## src/rtl/game_timer_pkg.sv

```systemverilog
// Shared encodings for the Morse game timer sequencer.
package game_timer_pkg;

    localparam int unsigned STATE_W             = 3;
    localparam int unsigned TICK_CYCLES_DEFAULT = 50_000_000;

    typedef enum logic [STATE_W-1:0] {
        ST_IDLE    = 3'd0,
        ST_ARM     = 3'd1,
        ST_RUN     = 3'd2,
        ST_PAUSE   = 3'd3,
        ST_TIMEOUT = 3'd4
    } state_e;

endpackage

```

## src/rtl/tick_divider.sv

```systemverilog
// Game-second divider: counts enabled cycles and flags the terminal count combinationally
// so the caller can register it alongside its own decisions.
module tick_divider #(
    parameter int unsigned TICK_CYCLES = 4
) (
    input  logic clk,
    input  logic rst,
    input  logic clear_i,
    input  logic enable_i,
    output logic tc_o
);

    localparam int unsigned DIV_W = (TICK_CYCLES > 1) ? $clog2(TICK_CYCLES) : 1;
    localparam logic [DIV_W-1:0] DIV_MAX = DIV_W'(TICK_CYCLES - 1);

    logic [DIV_W-1:0] div_q, div_d;

    assign tc_o = enable_i && (div_q == DIV_MAX);

    always_comb begin
        div_d = div_q;
        if (clear_i) begin
            div_d = '0;
        end else if (enable_i) begin
            div_d = (div_q == DIV_MAX) ? '0 : div_q + 1'b1;
        end
    end

    always_ff @(posedge clk) begin
        if (!rst) begin
            div_q <= '0;
        end else begin
            div_q <= div_d;
        end
    end

endmodule

```

## src/rtl/game_timer_ctrl.sv

```systemverilog
// Countdown chain sequencer for the Morse game timer.
// Define GAME_TIMER_PAUSE_EN to enable the PAUSE state; otherwise pause is ignored.
module game_timer_ctrl
    import game_timer_pkg::*;
#(
    parameter int unsigned TICK_CYCLES = TICK_CYCLES_DEFAULT
) (
    input  logic               clk,
    input  logic               rst,
    input  logic               start,
    input  logic               abort,
    input  logic               pause,
    input  logic               chain_done,
    output logic               reconfig,
    output logic               borrow_dn,
    output logic               running,
    output logic               timeout,
    output logic [STATE_W-1:0] state_o
);

    state_e state_q, state_d;
    logic   reconfig_q, reconfig_d;
    logic   borrow_dn_q, borrow_dn_d;
    logic   running_q, running_d;
    logic   timeout_q, timeout_d;
    logic   div_clear, div_en, div_tc;

`ifndef GAME_TIMER_PAUSE_EN
    logic unused_pause;
    assign unused_pause = pause;
`endif

    tick_divider #(
        .TICK_CYCLES (TICK_CYCLES)
    ) u_tick_divider (
        .clk      (clk),
        .rst      (rst),
        .clear_i  (div_clear),
        .enable_i (div_en),
        .tc_o     (div_tc)
    );

    always_comb begin
        state_d = state_q;
        div_en  = 1'b0;
        if (abort) begin
            state_d = ST_IDLE;
        end else begin
            case (state_q)
                ST_IDLE:    if (start) state_d = ST_ARM;
                ST_ARM:     state_d = ST_RUN;
                ST_RUN: begin
                    if (start)           state_d = ST_ARM;
                    else if (chain_done) state_d = ST_TIMEOUT;
`ifdef GAME_TIMER_PAUSE_EN
                    else if (pause)      state_d = ST_PAUSE;
`endif
                    else                 div_en  = 1'b1;
                end
`ifdef GAME_TIMER_PAUSE_EN
                ST_PAUSE: begin
                    if (start)           state_d = ST_ARM;
                    else if (chain_done) state_d = ST_TIMEOUT;
                    else if (!pause)     state_d = ST_RUN;
                end
`endif
                ST_TIMEOUT: if (start) state_d = ST_ARM;
                default:    state_d = ST_IDLE;
            endcase
        end

        // Divider restarts from zero on every (re)load; holds through PAUSE and TIMEOUT.
        div_clear   = (state_d == ST_IDLE) || (state_d == ST_ARM) || (state_q == ST_ARM);
        reconfig_d  = (state_d == ST_ARM);
        borrow_dn_d = div_tc;
        running_d   = (state_d == ST_RUN);
        timeout_d   = (state_d == ST_TIMEOUT);
    end

    always_ff @(posedge clk) begin
        if (!rst) begin
            state_q     <= ST_IDLE;
            reconfig_q  <= 1'b0;
            borrow_dn_q <= 1'b0;
            running_q   <= 1'b0;
            timeout_q   <= 1'b0;
        end else begin
            state_q     <= state_d;
            reconfig_q  <= reconfig_d;
            borrow_dn_q <= borrow_dn_d;
            running_q   <= running_d;
            timeout_q   <= timeout_d;
        end
    end

    assign reconfig  = reconfig_q;
    assign borrow_dn = borrow_dn_q;
    assign running   = running_q;
    assign timeout   = timeout_q;
    assign state_o   = state_q;

endmodule

```

## config.mk

```make
export PLATFORM = sky130hd
export DESIGN_NAME = game_timer_ctrl
export DESIGN_NICKNAME = d
export VERILOG_FILES = /design/src/rtl/game_timer_pkg.sv /design/src/rtl/tick_divider.sv /design/src/rtl/game_timer_ctrl.sv
export SDC_FILE = /design/constraint.sdc
export NUM_CORES = 1
export LEC_CHECK = 0
export BUFFER_PORTS_ARGS = -buffer_cell sky130_fd_sc_hd__buf_2
export CAP_MARGIN = 25
export CELL_PAD_IN_SITES_DETAIL_PLACEMENT = 0
export CELL_PAD_IN_SITES_GLOBAL_PLACEMENT = 2
export CORE_MARGIN = 10
export CORE_UTILIZATION = 39
export CTS_CLUSTER_DIAMETER = 30
export CTS_CLUSTER_SIZE = 40
export DETAILED_ROUTE_END_ITERATION = 6
export GPL_ROUTABILITY_DRIVEN = 0
export PLACE_DENSITY_LB_ADDON = 0.12
export SYNTH_ARGS = -nofsm -noshare
export SYNTH_HDL_FRONTEND = slang
export SYNTH_SLANG_ARGS = --single-unit
export TNS_END_PERCENT = 20
```

## constraint.sdc

```tcl
create_clock -name clk -period 5.5 [get_ports clk]
set_input_delay 0.825 -clock clk [delete_from_list [all_inputs] [get_ports clk]]
set_output_delay 0.825 -clock clk [all_outputs]
set_load 0.01 [all_outputs]
```

==> metrics.md <==
| Metric | Value |
|---|---|
| Total CTS buffers | `5` |
| Largest net degree at the start of global routing | `16` |
| Clock Latency Late Sink | `280 ps` |
| VDD IR max | `~0.12 mV` |
| Fin Clk Skew | `between 4 and 5 ps` |
| Critical Path RT | `between 5000 and 6000 ps` |
| RSZ-0062 raised after global routing | `no` |
| Worst EP arrival | `about 2900 ps` |
| Switching Fraction | `roughly a fifth` |
| CTS Root Cell | `clkbuf_8` |
| Pwr Density | `between 200 and 250 nW/µm²` |
| Final wirelength | `4060 µm` |
| Hold Slack | `between 400 and 500 ps` |
| Synth unique cells | `40` |
| Post-synthesis cell count | `between 150 and 200` |
| Max Cap Viol | `0` |
| Crit. End Element | `flip-flop` |
| Crit-path max FO | `14` |
| Post-CTS Resized | `0` |
| Syn avg cell area | `8.65 µm²` |
| Layout cell share with drive strength beyond 1 | `12.8%` |
| Clk pwr share | `a little over two fifths` |
| Outcome | `finished, final reports clean` |
| Clock Sink Count | `33` |
| H-tree depth | `2` |
| Seq/Total Area, Yosys | `40.0%` |
| Slew headroom | `roughly two fifths` |
| GRT Total Usage | `about 12%` |
| Hold buffer count at CTS | `0` |
| Max incr delay on CP | `810 ps` |
| Total number of vias | `about 1,500` |
| Die X | `85.1 µm` |
| Ant diodes | `0` |
| Hold Violations, Final | `0` |
| Power share of the sequential group | `a little under three fifths` |
| Nets | `210` |
| Final setup vio count | `0` |
| Vias per inst | `roughly 5.7` |
| Setup TNS | `0 ps` |
| Class of the worst hold path | `reg -> reg` |
| DP Worst Slack | `roughly 2400 ps` |
| Syn nets | `a little under 200` |
| Yosys reg bits | `33` |
| DRT iter0 DRCs | `~100` |
| Met1 wire length | `a little over 2000 µm` |
| DRC Markers | `0` |
| FP Rows | `23` |
| Net Sw Power | `0.0883 mW` |
| Top layer in use | `met4` |
| Vias in the first global route | `roughly 1,400` |
| Fin. max-slew vios | `0` |
| Die area | `between 7000 and 8000 µm²` |
| First-pass GRT wire length | `roughly 6900 µm` |
| Ys Warns | `0` |
| Post-CTS setup buffers | `0` |
| Core Region | `between 4000 and 5000 µm²` |
| Area delta synth->final | `10.5%` |
| Int Pwr | `0.342 mW` |
| Initial core utilization | `between 40 and 50%` |
| DR WL met3 | `between 150 and 200 µm` |
| Detailed-route wire length per cell | `16.1 µm` |
| Worst Tran Pin Value | `about 900 ps` |
| Tcrit/Tclk final | `50.6%` |
| Hpwl dp | `2960 µm` |
| Clk slew on worst S/H paths | `about 60 ps` |
| Crit-path slowest cell | `o21bai_1` |
| F_max | `approximately 0.36 GHz` |
| I/O pin cnt | `13` |
| Die H | `approximately 85 µm` |
| Antenna Nets Post-Route | `0` |
| Iteration count of the initial detailed-routing pass | `4` |
| Met2 wire length | `roughly 1800 µm` |
| Clk buf depth | `2` |
| Post-layout minimum cycle time | `~2800 ps` |
| IO Port Bufs | `11` |
| Comb pwr share | `under 10%` |
| GRT overflow | `0` |
| WS Path Type | `in -> reg` |
| Initial antenna violation count | `0` |
| Post-layout worst setup margin | `2720 ps` |
| TritonCTS clock tree | `built` |
| Total power | `0.430 mW` |
| Worst Setup Start Kind | `input port` |
| Worst-path cell chain | `buf_2 -> or4b_4 -> or2_1 -> o21bai_1 -> nor2_1` |
| Total leakage power | `0.538 nW` |
| Cell area after synthesis | `between 1500 and 2000 µm²` |
-- layout make-up --
type / instances / area [µm²]
Inverter: 6 / 22.5
Clock buffer: 7 / 86.3
Multi-Input combinational cell: 146 / 938
Tap cell: 50 / 62.6
Timing Repair Buffer: 11 / 55.1
Sequential cell: 33 / 661
Fill cell: 403 / 2230
-- layer usage --
metal / vias up / GRT usage, %
li1: 725 / -
met1: 688 / 14.3
met2: 32 / 18.3
met3: 8 / 3.63
met4: 0 / 4.04
met5: - / 0
-- synthesized netlist by cell type --
master	count	area share, %
o21bai_1	1	0.45
or4_1	5	2.3
or3_1	4	1.5
a2111oi_0	5	2.7
o21ai_0	4	1.2
or3b_2	2	1.1
or4b_1	1	0.61
nor4_2	2	1.5
buf_6	1	0.68
nor2_2	1	0.38
nor3_1	4	1.2
nor4_1	3	1.1
and3_1	5	1.9
dfxtp_1	33	40
or2_2	1	0.38
a31oi_1	2	0.76
a211oi_1	3	1.4
or4b_4	1	0.83
a21oi_1	7	2.1
clkbuf_1	5	1.1
nand3b_1	1	0.45
nor4b_1	5	2.7
inv_1	6	1.4
nand3_1	11	3.3
or2_1	1	0.38
nand4_1	11	4.2
and2_1	3	1.1
xnor2_1	11	5.8
nand2b_1	3	1.1
nand2_1	15	3.4
nor2_1	21	4.8
nor4_4	1	1.3
ha_1	1	0.76
o31ai_1	1	0.45
or4_4	1	0.68
xor2_1	5	2.7
nand4bb_1	1	0.68
mux2i_1	1	0.61
a221oi_1	1	0.53
and4_1	1	0.53
-- power groups by stage --
stage,Clock [mW],Combinational (mW),Sequential [mW]
after floorplan,0,0.00257,0.246
after global placement,0,0.00635,0.246
after detailed placement,0,0.00667,0.246
after CTS,0.190,0.00669,0.241
after global routing,0.201,0.00745,0.241
final,0.183,0.00660,0.241
-- metrics by stage --
stage	instance area (µm²)	utilization, %	instances
after floorplan	1650	-	191
after global placement	1740	42.9	246
after detailed placement	1740	42.9	246
after CTS	1830	45.0	253
after global routing	1830	45.0	253
final	1830	45.0	253
-- critical path, delay by kind of cell --
| kind | cells | cell delay [ps] |
|---|---|---|
| and+or+nand+nor | 3 | 1140 |
| AOI/OAI and AO/OA | 1 | 810 |
| buffers and inverters | 1 | 130 |
-- cells by family (layout without fill, tap and decap cells) --
family / after synthesis / in the layout / share of synthesized area (%)
AO/OA/AOI/OAI: 24 / 24 / 9.55
XOR/XNOR: 16 / 16 / 8.48
adder cells (fa/ha/maj): 1 / 1 / 0.757
buffers and inverters: 12 / 24 / 3.18
flip-flops: 33 / 33 / 40.0
multiplexers: 1 / 1 / 0.606
AND/OR/NAND/NOR: 104 / 104 / 37.4
-- final timing paths --
check / slack [ps] / start / cells after the start / endpoint
worst max register to register: 3000 / state_o[1]$_SDFF_PN0_ / 4 / u_tick_divider.div_q[14]$_SDFFE_PP0P_
worst min register to register: 490 / u_tick_divider.div_q[1]$_SDFFE_PP0P_ / 2 / u_tick_divider.div_q[1]$_SDFFE_PP0P_
worst min-delay path: 490 / u_tick_divider.div_q[1]$_SDFFE_PP0P_ / 2 / u_tick_divider.div_q[1]$_SDFFE_PP0P_
worst max-delay path: 2720 / start / 5 / u_tick_divider.div_q[14]$_SDFFE_PP0P_
-- registers in the layout, indices dropped and copies added (netlist names) --
register	cells
running	1
state_o	3
reconfig	1
u_tick_divider.div_q	26
borrow_dn	1
timeout	1
-- layout by cell type, fill, tap and decap left out, types with 3 or more instances in the layout --
cell | Yosys | final
dfxtp_1 | 33 | 33
nor2_1 | 21 | 21
nand2_1 | 15 | 15
nand4_1 | 11 | 11
xnor2_1 | 11 | 11
nand3_1 | 11 | 11
buf_2 | 0 | 11
a21oi_1 | 7 | 7
inv_1 | 6 | 6
clkbuf_8 | 0 | 6
nor4b_1 | 5 | 5
and3_1 | 5 | 5
or4_1 | 5 | 5
xor2_1 | 5 | 5
a2111oi_0 | 5 | 5
nor3_1 | 4 | 4
or3_1 | 4 | 4
o21ai_0 | 4 | 4
nor4_1 | 3 | 3
nand2b_1 | 3 | 3
and2_1 | 3 | 3
a211oi_1 | 3 | 3
Power figures use the tool's default switching activity.
